[config.mk]
export PLATFORM = sky130hd
export DESIGN_NAME = iter_komparator_flat
export DESIGN_NICKNAME = d
export VERILOG_FILES = /design/src/rtl/iter_komparator_if.sv /design/src/rtl/iter_komparator.sv /design/src/flat_wrapper.sv
export SDC_FILE = /design/constraint.sdc
export NUM_CORES = 1
export LEC_CHECK = 0
export ABC_CLOCK_PERIOD_IN_PS = 3600
export CORE_ASPECT_RATIO = 0.8
export CORE_MARGIN = 5
export CORE_UTILIZATION = 53
export DETAILED_ROUTE_END_ITERATION = 16
export PLACE_DENSITY_LB_ADDON = 0.12
export SYNTH_ARGS = -nofsm -noshare
export SYNTH_HDL_FRONTEND = slang
export SYNTH_SLANG_ARGS = --single-unit
[constraint.sdc]
create_clock -name clk -period 3.6 [get_ports clk]
set_clock_uncertainty 0.15 [all_clocks]
set_input_delay 0.72 -clock clk [delete_from_list [all_inputs] [get_ports clk]]
set_output_delay 0.72 -clock clk [all_outputs]
set_load 0.005 [all_outputs]
[src/rtl/iter_komparator_if.sv]
// Handshake and result bundle for iter_komparator.
// ITER_KOMPARATOR_MINMAX_EN adds the max_o/min_o result buses.
interface iter_komparator_if #(
    parameter int unsigned WIDTH = 8
);
    logic             start;
    logic             signed_mode;
    logic [WIDTH-1:0] a;
    logic [WIDTH-1:0] b;
    logic             busy;
    logic             done;
    logic             eq;
    logic             agtb;
    logic             altb;
`ifdef ITER_KOMPARATOR_MINMAX_EN
    logic [WIDTH-1:0] max_o;
    logic [WIDTH-1:0] min_o;

    modport master (
        output start, signed_mode, a, b,
        input  busy, done, eq, agtb, altb, max_o, min_o
    );
    modport slave (
        input  start, signed_mode, a, b,
        output busy, done, eq, agtb, altb, max_o, min_o
    );
`else
    modport master (
        output start, signed_mode, a, b,
        input  busy, done, eq, agtb, altb
    );
    modport slave (
        input  start, signed_mode, a, b,
        output busy, done, eq, agtb, altb
    );
`endif
endinterface

[src/rtl/iter_komparator.sv]
// Multi-cycle MSB-first magnitude comparator, DIGIT bits per clock, early exit.
// Optional feature macro: ITER_KOMPARATOR_MINMAX_EN (registered max_o/min_o outputs).
module iter_komparator #(
    parameter int unsigned WIDTH = 8,
    parameter int unsigned DIGIT = 2
) (
    input logic clk,
    input logic rst_n,
    iter_komparator_if.slave bus
);
    localparam int unsigned N  = WIDTH / DIGIT;
    localparam int unsigned CW = (N > 1) ? $clog2(N) : 1;

    typedef enum logic {IDLE = 1'b0, CMP = 1'b1} state_t;

    state_t           state_q, state_d;
    logic [WIDTH-1:0] sh_a_q, sh_a_d;
    logic [WIDTH-1:0] sh_b_q, sh_b_d;
    logic [CW-1:0]    cnt_q, cnt_d;
    logic             sgn_q, sgn_d;
    logic             done_q, done_d;
    logic             eq_q, eq_d;
    logic             gt_q, gt_d;
    logic             lt_q, lt_d;
    logic [DIGIT-1:0] dig_a, dig_b;
`ifdef ITER_KOMPARATOR_MINMAX_EN
    logic [WIDTH-1:0] opa_q, opa_d;
    logic [WIDTH-1:0] opb_q, opb_d;
    logic [WIDTH-1:0] max_q, max_d;
    logic [WIDTH-1:0] min_q, min_d;
`endif

    // Current digit pair; first step of a signed compare flips the sign bits.
    always_comb begin
        dig_a = sh_a_q[WIDTH-1 -: DIGIT];
        dig_b = sh_b_q[WIDTH-1 -: DIGIT];
        if (sgn_q && (cnt_q == '0)) begin
            dig_a[DIGIT-1] = ~dig_a[DIGIT-1];
            dig_b[DIGIT-1] = ~dig_b[DIGIT-1];
        end
    end

    // Next-state and result logic.
    always_comb begin
        state_d = state_q;
        sh_a_d  = sh_a_q;
        sh_b_d  = sh_b_q;
        cnt_d   = cnt_q;
        sgn_d   = sgn_q;
        done_d  = 1'b0;
        eq_d    = eq_q;
        gt_d    = gt_q;
        lt_d    = lt_q;
`ifdef ITER_KOMPARATOR_MINMAX_EN
        opa_d   = opa_q;
        opb_d   = opb_q;
        max_d   = max_q;
        min_d   = min_q;
`endif
        case (state_q)
            IDLE: begin
                if (bus.start) begin
                    sh_a_d  = bus.a;
                    sh_b_d  = bus.b;
                    sgn_d   = bus.signed_mode;
                    cnt_d   = '0;
                    state_d = CMP;
`ifdef ITER_KOMPARATOR_MINMAX_EN
                    opa_d   = bus.a;
                    opb_d   = bus.b;
`endif
                end
            end
            CMP: begin
                if (dig_a != dig_b) begin
                    gt_d    = (dig_a > dig_b);
                    lt_d    = (dig_a < dig_b);
                    eq_d    = 1'b0;
                    done_d  = 1'b1;
                    state_d = IDLE;
`ifdef ITER_KOMPARATOR_MINMAX_EN
                    max_d   = (dig_a > dig_b) ? opa_q : opb_q;
                    min_d   = (dig_a > dig_b) ? opb_q : opa_q;
`endif
                end else if (cnt_q == CW'(N - 1)) begin
                    eq_d    = 1'b1;
                    gt_d    = 1'b0;
                    lt_d    = 1'b0;
                    done_d  = 1'b1;
                    state_d = IDLE;
`ifdef ITER_KOMPARATOR_MINMAX_EN
                    max_d   = opa_q;
                    min_d   = opa_q;
`endif
                end else begin
                    sh_a_d = sh_a_q << DIGIT;
                    sh_b_d = sh_b_q << DIGIT;
                    cnt_d  = cnt_q + CW'(1);
                end
            end
            default: state_d = IDLE;
        endcase
    end

    always_ff @(posedge clk or negedge rst_n) begin
        if (!rst_n) begin
            state_q <= IDLE;
            sh_a_q  <= '0;
            sh_b_q  <= '0;
            cnt_q   <= '0;
            sgn_q   <= 1'b0;
            done_q  <= 1'b0;
            eq_q    <= 1'b0;
            gt_q    <= 1'b0;
            lt_q    <= 1'b0;
`ifdef ITER_KOMPARATOR_MINMAX_EN
            opa_q   <= '0;
            opb_q   <= '0;
            max_q   <= '0;
            min_q   <= '0;
`endif
        end else begin
            state_q <= state_d;
            sh_a_q  <= sh_a_d;
            sh_b_q  <= sh_b_d;
            cnt_q   <= cnt_d;
            sgn_q   <= sgn_d;
            done_q  <= done_d;
            eq_q    <= eq_d;
            gt_q    <= gt_d;
            lt_q    <= lt_d;
`ifdef ITER_KOMPARATOR_MINMAX_EN
            opa_q   <= opa_d;
            opb_q   <= opb_d;
            max_q   <= max_d;
            min_q   <= min_d;
`endif
        end
    end

    assign bus.busy = (state_q == CMP);
    assign bus.done = done_q;
    assign bus.eq   = eq_q;
    assign bus.agtb = gt_q;
    assign bus.altb = lt_q;
`ifdef ITER_KOMPARATOR_MINMAX_EN
    assign bus.max_o = max_q;
    assign bus.min_o = min_q;
`endif

endmodule
[src/flat_wrapper.sv]
// flat-port wrapper written by rule: the top's interface ports become plain ports
module iter_komparator_flat 
#(
    parameter int unsigned WIDTH = 8,
    parameter int unsigned DIGIT = 2
)
  (clk, rst_n, bus_start, bus_signed_mode, bus_a, bus_b, bus_busy, bus_done, bus_eq, bus_agtb, bus_altb);
  iter_komparator_if #(.WIDTH(WIDTH)) bus_i ();
  input logic clk;
  input logic rst_n;
  input wire logic [$bits(bus_i.start)-1:0] bus_start;
  input wire logic [$bits(bus_i.signed_mode)-1:0] bus_signed_mode;
  input wire logic [$bits(bus_i.a)-1:0] bus_a;
  input wire logic [$bits(bus_i.b)-1:0] bus_b;
  output wire logic [$bits(bus_i.busy)-1:0] bus_busy;
  output wire logic [$bits(bus_i.done)-1:0] bus_done;
  output wire logic [$bits(bus_i.eq)-1:0] bus_eq;
  output wire logic [$bits(bus_i.agtb)-1:0] bus_agtb;
  output wire logic [$bits(bus_i.altb)-1:0] bus_altb;
  assign bus_i.start = bus_start;
  assign bus_i.signed_mode = bus_signed_mode;
  assign bus_i.a = bus_a;
  assign bus_i.b = bus_b;
  assign bus_busy = bus_i.busy;
  assign bus_done = bus_i.done;
  assign bus_eq = bus_i.eq;
  assign bus_agtb = bus_i.agtb;
  assign bus_altb = bus_i.altb;
  iter_komparator #(.WIDTH(WIDTH), .DIGIT(DIGIT)) u_core (.clk(clk), .rst_n(rst_n), .bus(bus_i));
endmodule
; ---- After elaboration in Yosys (flattened, before gate mapping)
; Index checks and enable logic that the tools add are counted.
; W data, S select, Z words.
[word_totals]
wordCells = 52
mem_bits_rw = 0
rom_bits = 0
input_bits = 20
mem_count = 0
latchBits = 0
register_bits = 24
out_inout_bits = 5
[op_classes]
bitwise = 3
n_shift = 0
multipliers = 0
n_mux = 26
magnitude_cmp = 2
add_sub_neg = 1
n_div = 0
n_reduce_logical = 6
eq_ne = 5
[op_table]
columns = cell, n
row1 = $mux W8, 6
row2 = $pmux W8 S2, 2
row3 = $mux W1, 13
row4 = $mux W2, 3
row5 = $ne A2 B2 Y1 const B, 3
row6 = $pmux W2 S2, 1
row7 = $reduce_and A2 Y1, 2
row8 = $not A1 Y1, 3
row9 = $reduce_and A3 Y1, 1
row10 = $add A2 B1 Y2 const B, 1
row11 = $eq A2 B2 Y1 const B, 1
row12 = $gt A2 B2 Y1, 1
row13 = $logic_not A2 Y1, 1
row14 = $lt A2 B2 Y1, 1
row15 = $ne A2 B2 Y1, 1
row16 = $pmux W1 S2, 1
row17 = $reduce_bool A2 Y1, 1
row18 = $logic_and A1 B1 Y1, 1

; ---- Longest topological paths before layout
; Gate-level depths: netlist of run 1.
[depth]
depth_word = 6
ltp_mapped = 7
depth_no_buf = 6

; ---- Worst setup path after synthesis of run 1
; No wires, ideal clock.
[synth_timing]
path_kind = register -> register
startpoint = register u_core.sh_b_q[6]
endpoint = register u_core.cnt_q[0]
slack_ns = 1.886
period_less_slack_ns = 1.714
setup_time_ns = 0.125
path_buffers = 0
required_time_ns = 3.325
stages_incl_launch_ff = 5
arrival_time_ns = 1.440
cell_sequence = dfrtp_1 > ha_1 > inv_1 > o41a_4 > mux2_2
[synth_via]
elab_chain_len = 3
[synth_lines]
columns = element, line
row1 = start: declaration, iter_komparator.sv:18  ; logic [WIDTH-1:0] sh_b_q, sh_b_d;
row2 = start signal: assignment, iter_komparator.sv:109  ; sh_b_q <= '0;
row3 = start signal: assignment, iter_komparator.sv:125  ; sh_b_q <= sh_b_d;
row4 = $ne A2 B2 Y1, iter_komparator.sv:75  ; if (dig_a != dig_b) begin
row5 = $ne A2 B2 Y1 (no line), --
row6 = $reduce_and A3 Y1 (no line), --
row7 = end signal: assignment, iter_komparator.sv:126  ; cnt_q <= cnt_d;
row8 = end: declaration, iter_komparator.sv:19  ; logic [CW-1:0] cnt_q, cnt_d;
; Every way passes these cells.
; A chain may end at the register's enable or synchronous reset.

; ---- Final worst setup path of run 1
[layout_timing]
startpoint = register u_core.state_q (netlist: u_core.bus.busy)
endpoint = output bus_busy
[layout_lines]
columns = element, line
row1 = start: declaration, iter_komparator.sv:16  ; state_t state_q, state_d;
row2 = start signal: assignment, iter_komparator.sv:123  ; state_q <= state_d;
row3 = end: declaration, flat_wrapper.sv:15  ; output wire logic [$bits(bus_i.busy)-1:0] bus_busy;
; No word-level cell between the ends.

==> results.py, run 1 <==
metrics = {
    "die": {
        "die_y_um": 51.9,
        "die_w_um": 62.3,
        "fp.coreArea_mm2": 0.00212,
        "ioPinCount": 25,
        "rows": 15,
        "initial_utilization": 0.547,
        "dieArea_mm2": 0.00323,
    },
    "drt": {
        "viasPerCell": 5.27,
        "detail_route.wl_per_cell_um": 13.2,
        "drt_wl_total_um": 2110,
        "drc": 0,
        "drt_iter0_markers": 31,
        "num_vias": 843,
        "postRouteAntennaNets": 0,
        "drt-pass1-iter-count": 4,
    },
    "final_layout": {
        "final_layout_size_suffix_gt1_frac": 0.126,
        "antenna_cells": 0,
        "layout.nets": 160,
        "fin_cells": 160,
        "syn_to_final_growth_pct": 23.6,
    },
    "worst_setup_path": {
        "rr_worst_depth": 4,
        "startpoint_type": "flip-flop",
        "critical_path.top_delay_family": "flip-flops",
        "worst_ep_required_time_ns": 2.73,
        "arrival_ns": 1.52,
        "r2r_slack_ns": 1.63,
        "cp_max_fo": 11,
        "worstReg2RegEnd": "u_core.sh_b_q[1]",
        "path_buf_inv": 1,
        "crit_path_end_kind": "output pin",
        "cp.depth": 1,
        "cp_slowest_cell": "dfrtp_1",
        "worstSetupPathType": "flip-flop to output pin",
        "cpPeakStageDelay_ns": 0.62,
        "r2r-start": "u_core.sh_b_q[6]",
        "path_cells": "clkdlybuf4s50_1",
    },
    "min_path": {
        "hold_start": "u_core.sh_b_q[4]",
        "hold_depth": 2,
        "hold_class": "flip-flop to flip-flop",
        "holdPathEnd": "u_core.sh_b_q[4]",
    },
    "synth": {
        "synth_nets": 133,
        "ys_warn_count": 0,
        "ys_seq_area_frac": 0.517,
        "synthCells": 110,
        "ys.flop_type": "dfrtp_1",
        "synthArstFlopShare": 1.00,
        "avgSynthCellArea_um2": 10.6,
        "ys_ff_latch": 24,
        "yosys.cell_types.count": 25,
        "synth_area_mm2": 0.00116,
        "synth_edf_count": 0,
    },
    "sta": {
        "rsz0062_at_grt": "false",
        "worstMarginPinSlew_ns": 0.760,
        "timing.fmax_mhz": 419,
        "setup-violations-final": 0,
        "slew_headroom": 0.489,
        "finalCriticalPeriod_ns": 2.39,
        "timing.final.ws_setup_ns": 1.21,
        "slew_viol_final": 0,
        "fin_setup_tns_ns": 0,
        "hold_violations": 0,
        "fin_crit_sh": 0.663,
    },
    "clock_tree": {
        "cts.clk_slew.worst_paths_ns": 0.12,
        "cts_setup_buffers": 0,
        "cts_tree": "yes",
        "cts_root_buffer": "clkbuf_4",
        "cts_resized": 0,
        "clk_latency_ns": 0.30,
        "htreeDepth": 1,
        "postCtsHoldBufs": 0,
        "cts.path.max_buffers": 2,
        "cts.sinks": 24,
        "cts_made_buffers": 3,
    },
    "place": {
        "dp_slack_ns": 1.29,
        "portBuffers": 24,
        "routabilityCongestion": 0.815,
        "dp.cells": 157,
        "hpwlAfterDp_um": 1620,
    },
    "grt": {
        "grt.total_usage": 0.155,
        "grt_max_degree": 27,
        "grt_pass1_vias": 916,
        "grt_antenna_before_repair": 0,
        "grt_pass1_wl_um": 3930,
        "grt-ovfl-total": 0,
    },
    "power": {
        "powerDensity_mw_per_mm2": 780,
        "p_leak_uw": 0.000662,
        "ir_drop_mv": 0.602,
    },
    "outcome": {
        "outcome": "finished, final reports clean",
    },
    "job": {
        "maxCapViolations": 0,
    },
}
## metal layers
metal / track usage / share of wire
met5: 0 / 0
met4: 0.0530 / 0.017
met3: 0.0605 / 0.056
met2: 0.279 / 0.50
met1: 0.169 / 0.43
## report_power, final
part           internal (µW)  switching, µW  total (µW)
combinational            254            273         527
clock                   39.0           73.1         112
sequential               392           88.3         481
total                    685            434        1120
## through the flow
| step | instance area (µm²) | hold slack (ns) | utilization | power [µW] |
|---|---|---|---|---|
| after CTS | 1440 | 0.353 | 0.677 | 1140 |
| after floorplan | 1160 | 0.274 | - | 890 |
| final | 1440 | 0.344 | 0.677 | 1120 |
| after detailed placement | 1410 | 0.324 | 0.666 | 1020 |
| after global routing | 1440 | 0.388 | 0.677 | 1230 |
| after global placement | 1410 | 0.311 | 0.666 | 1000 |
## how the worst max path moves through the flow
stage,to,slack (ns),startpoint
after global routing,bus_busy,1.11,u_core.bus.busy
after CTS,bus_busy,1.19,u_core.bus.busy
final,bus_busy,1.21,u_core.bus.busy
after floorplan,u_core.cnt_q[0],1.89,u_core.sh_b_q[6]
after global placement,u_core.cnt_q[1],1.43,bus_start
after detailed placement,u_core.cnt_q[1],1.29,bus_start
## synthesized netlist by cell type, types with 2 or more instances
cell	number	share of area
o21ai_2	8	0.060
mux2_2	2	0.019
dfrtp_1	24	0.52
buf_6	2	0.019
mux2i_1	12	0.10
inv_1	6	0.019
o21ai_1	4	0.017
o21ai_0	7	0.030
nand2_1	27	0.087
ha_1	3	0.032
## cells by family after synthesis
family | count (synthesis) | synth area share
XOR/XNOR | 1 | 0.00754
multiplexers | 14 | 0.123
buffers and inverters | 11 | 0.0528
AO/OA/AOI/OAI | 21 | 0.133
adder cells (fa/ha/maj) | 3 | 0.0323
flip-flops | 24 | 0.517
AND/OR/NAND/NOR | 36 | 0.135
## layout by cell type (no fill, tap or decap), types with 2 or more instances in the layout
| cell | count |
|---|---|
| nand2_1 | 27 |
| clkdlybuf4s50_1 | 24 |
| dfrtp_1 | 24 |
| mux2i_1 | 12 |
| o21ai_2 | 8 |
| o21ai_0 | 7 |
| inv_1 | 6 |
| o21ai_1 | 4 |
| ha_1 | 3 |
| clkbuf_4 | 3 |
| mux2_2 | 2 |
| buf_4 | 2 |
## registers in the layout (all words and copies together) (netlist names)
| signal | cells |
|---|---|
| u_core.sh_a_q | 8 |
| u_core.sh_b_q | 8 |
| u_core.cnt_q | 2 |
| u_core.bus.agtb | 1 |
| u_core.bus.altb | 1 |
| u_core.bus.busy | 1 |
| u_core.bus.done | 1 |
| u_core.bus.eq | 1 |
| u_core.sgn_q | 1 |
## layout make-up
class	instances	area (µm²)
flip-flops and latches	24	601
fillers	187	686
inverters	7	26.3
clock buffers	3	22.5
multi-input cells	75	499
repair buffers	26	255
well taps	25	31.3
Note: power is estimated with default switching activity, not from simulation.
==> run 2: changes to the inputs <==
--- a/config.mk
+++ b/config.mk
@@ -5,10 +5,10 @@
 export SDC_FILE = /design/constraint.sdc
 export NUM_CORES = 1
 export LEC_CHECK = 0
-export ABC_CLOCK_PERIOD_IN_PS = 3600
+export ABC_CLOCK_PERIOD_IN_PS = 2100
 export CORE_ASPECT_RATIO = 0.8
 export CORE_MARGIN = 5
-export CORE_UTILIZATION = 53
+export CORE_UTILIZATION = 44
 export DETAILED_ROUTE_END_ITERATION = 16
 export PLACE_DENSITY_LB_ADDON = 0.12
 export SYNTH_ARGS = -nofsm -noshare
==> constraint.sdc (replaced) <==
create_clock -name clk -period 2.1 [get_ports clk]
set_clock_uncertainty 0.15 [all_clocks]
set_input_delay 0.42 -clock clk [delete_from_list [all_inputs] [get_ports clk]]
set_output_delay 0.42 -clock clk [all_outputs]
set_load 0.005 [all_outputs]
==> run 2 against run 1 <==
Compared with the run above:
- count of clock-buffer cells in the layout unchanged
- combinational power rose by 97%
- via count decreased by 0.36%
- flip-flop and latch count is the same
- critical path depth increased by 5
- clock power rose to 3.0 times the previous value
- worst setup slack got worse by 1.0 ns
- final area grew 6.0%
- die area is 17% higher
- register-to-register slack got worse by 1.4 ns
- power increased by 93%
==> results.py, run 2 (synthesis gave the netlist of run 1 again) <==
metrics = {
    "place": {
        "dp_slack_ns": 0.202,
        "hpwlAfterDp_um": 1730,
        "routabilityCongestion": 0.756,
        "dp.cells": 172,
        "portBuffers": 24,
    },
    "min_path": {
        "hold_class": "input pin to asynchronous set/reset pin",
    },
    "worst_setup_path": {
        "cpPeakStageDelay_ns": 0.57,
        "arrival_ns": 1.97,
        "startpoint_type": "flip-flop",
        "cp_slowest_cell": "o41a_4",
        "worstSetupPathType": "flip-flop to flip-flop",
        "path_cells": "ha_1 > inv_1 > o41a_4 > buf_12 > nand2_1 > o21ai_2",
        "cp_max_fo": 14,
        "crit_path_end_kind": "flip-flop",
        "critical_path.top_delay_family": "compound AO/OA/AOI/OAI gates",
        "path_buf_inv": 2,
        "worst_ep_required_time_ns": 2.18,
    },
    "die": {
        "dieArea_mm2": 0.00377,
        "fp.coreArea_mm2": 0.00248,
        "die_y_um": 55.9,
        "die_w_um": 67.4,
        "rows": 16,
        "ioPinCount": 25,
        "initial_utilization": 0.468,
    },
    "sta": {
        "slew_headroom": 0.772,
        "timing.fmax_mhz": 528,
        "fin_crit_sh": 0.902,
        "rsz0062_at_grt": "false",
        "setup-violations-final": 0,
        "fin_setup_tns_ns": 0,
        "finalCriticalPeriod_ns": 1.89,
        "timing.final.ws_setup_ns": 0.206,
        "hold_violations": 0,
        "worstMarginPinSlew_ns": 0.341,
        "hold_ws_ns": 0.284,
        "slew_viol_final": 0,
    },
    "final_layout": {
        "layout.nets": 164,
        "antenna_cells": 0,
        "multiInputGateArea_um2": 499,
        "final_common_cell": "nand2_1",
        "final_layout_size_suffix_gt1_frac": 0.157,
        "fillers": 245,
        "seq_area_um2": 601,
        "fin_cells": 176,
        "syn_to_final_growth_pct": 31.0,
        "reg.largest.list": "u_core.sh_a_q (8), u_core.sh_b_q (8), u_core.cnt_q (2)",
        "final_cell_mix": "nand2_1 (27), clkdlybuf4s50_1 (24), dfrtp_1 (24)",
    },
    "drt": {
        "num_vias": 840,
        "viasPerCell": 4.77,
        "postRouteAntennaNets": 0,
        "drt-pass1-iter-count": 2,
        "detail_route.wl_per_cell_um": 12.4,
        "drt_wl_total_um": 2190,
        "drt_iter0_markers": 40,
        "drc": 0,
    },
    "clock_tree": {
        "cts_resized": 0,
        "cts_root_buffer": "clkbuf_4",
        "cts_tree": "yes",
        "cts.clk_slew.worst_paths_ns": 0.14,
        "cts.path.max_buffers": 2,
        "postCtsHoldBufs": 0,
        "cts_made_buffers": 3,
        "cts.sinks": 24,
        "htreeDepth": 1,
        "cts_setup_buffers": 0,
        "clk_latency_ns": 0.32,
    },
    "grt": {
        "grt_pass1_vias": 850,
        "grt_pass1_wl_um": 3820,
        "grt_max_degree": 25,
        "grt-ovfl-total": 0,
        "grt.total_usage": 0.131,
        "grt_antenna_before_repair": 0,
    },
    "power": {
        "ir_drop_mv": 0.821,
        "p_leak_uw": 0.000701,
        "powerDensity_mw_per_mm2": 1420,
    },
    "outcome": {
        "outcome": "finished, final reports clean",
    },
    "job": {
        "maxCapViolations": 0,
    },
}
==> run 2: per-stage QoR <==
stage	total power [µW]	instance area, µm²	util
floorplan	1530	1160	-
global placement	1830	1470	0.592
detailed placement	1860	1470	0.592
CTS	2200	1520	0.613
global route	2340	1520	0.613
finish	2170	1520	0.613
==> run 2: where the power goes <==
group | internal [µW] | leakage (µW) | switching (µW)
Sequential | 672 | 0.000301 | 126
Clock | 193 | 0.0000279 | 139
Combinational | 521 | 0.000371 | 514
Total | 1390 | 0.000701 | 779
==> run 2: layer usage <==
metal | global-route usage | routed length [µm] | vias up
met5 | 0 | 0 | -
met2 | 0.207 | 1080 | 18
met1 | 0.174 | 972 | 390
met4 | 0.0260 | 10 | 0
met3 | 0.0444 | 121 | 2
li1 | - | - | 430
==> run 2: layout make-up <==
class                      count  area share
clock buffer                   3      0.0148
clock inverter                 1      0.0197
inverter                       7      0.0173
multi-input combinational     75       0.328
sequential                    24       0.395
tap                           36      0.0296
timing repair buffer          30       0.196
==> run 2: final timing paths <==
path | from | end | slack [ns] | cells after the start
worst max-delay path | u_core.sh_b_q[6] | u_core.sh_b_q[6] | 0.21 | 6
worst min-delay path | rst_n | u_core.bus.eq | 0.28 | 2
worst max register to register | u_core.sh_b_q[6] | u_core.sh_b_q[6] | 0.21 | 6
worst min register to register | u_core.sh_b_q[3] | u_core.sh_b_q[3] | 0.35 | 2
max in group asynchronous | rst_n | u_core.bus.busy | 1.27 | 2
min in group clk | u_core.sh_b_q[3] | u_core.sh_b_q[3] | 0.35 | 2
==> run 2: worst register-to-register path: cells and delay by family, from the launching register on <==
family,cells,cell delay (ns)
buffers and inverters,2,0.24
and+or+nand+nor,1,0.08
AOI/OAI and AO/OA,2,0.63
DFF,1,0.42
adders and majority gates,1,0.28
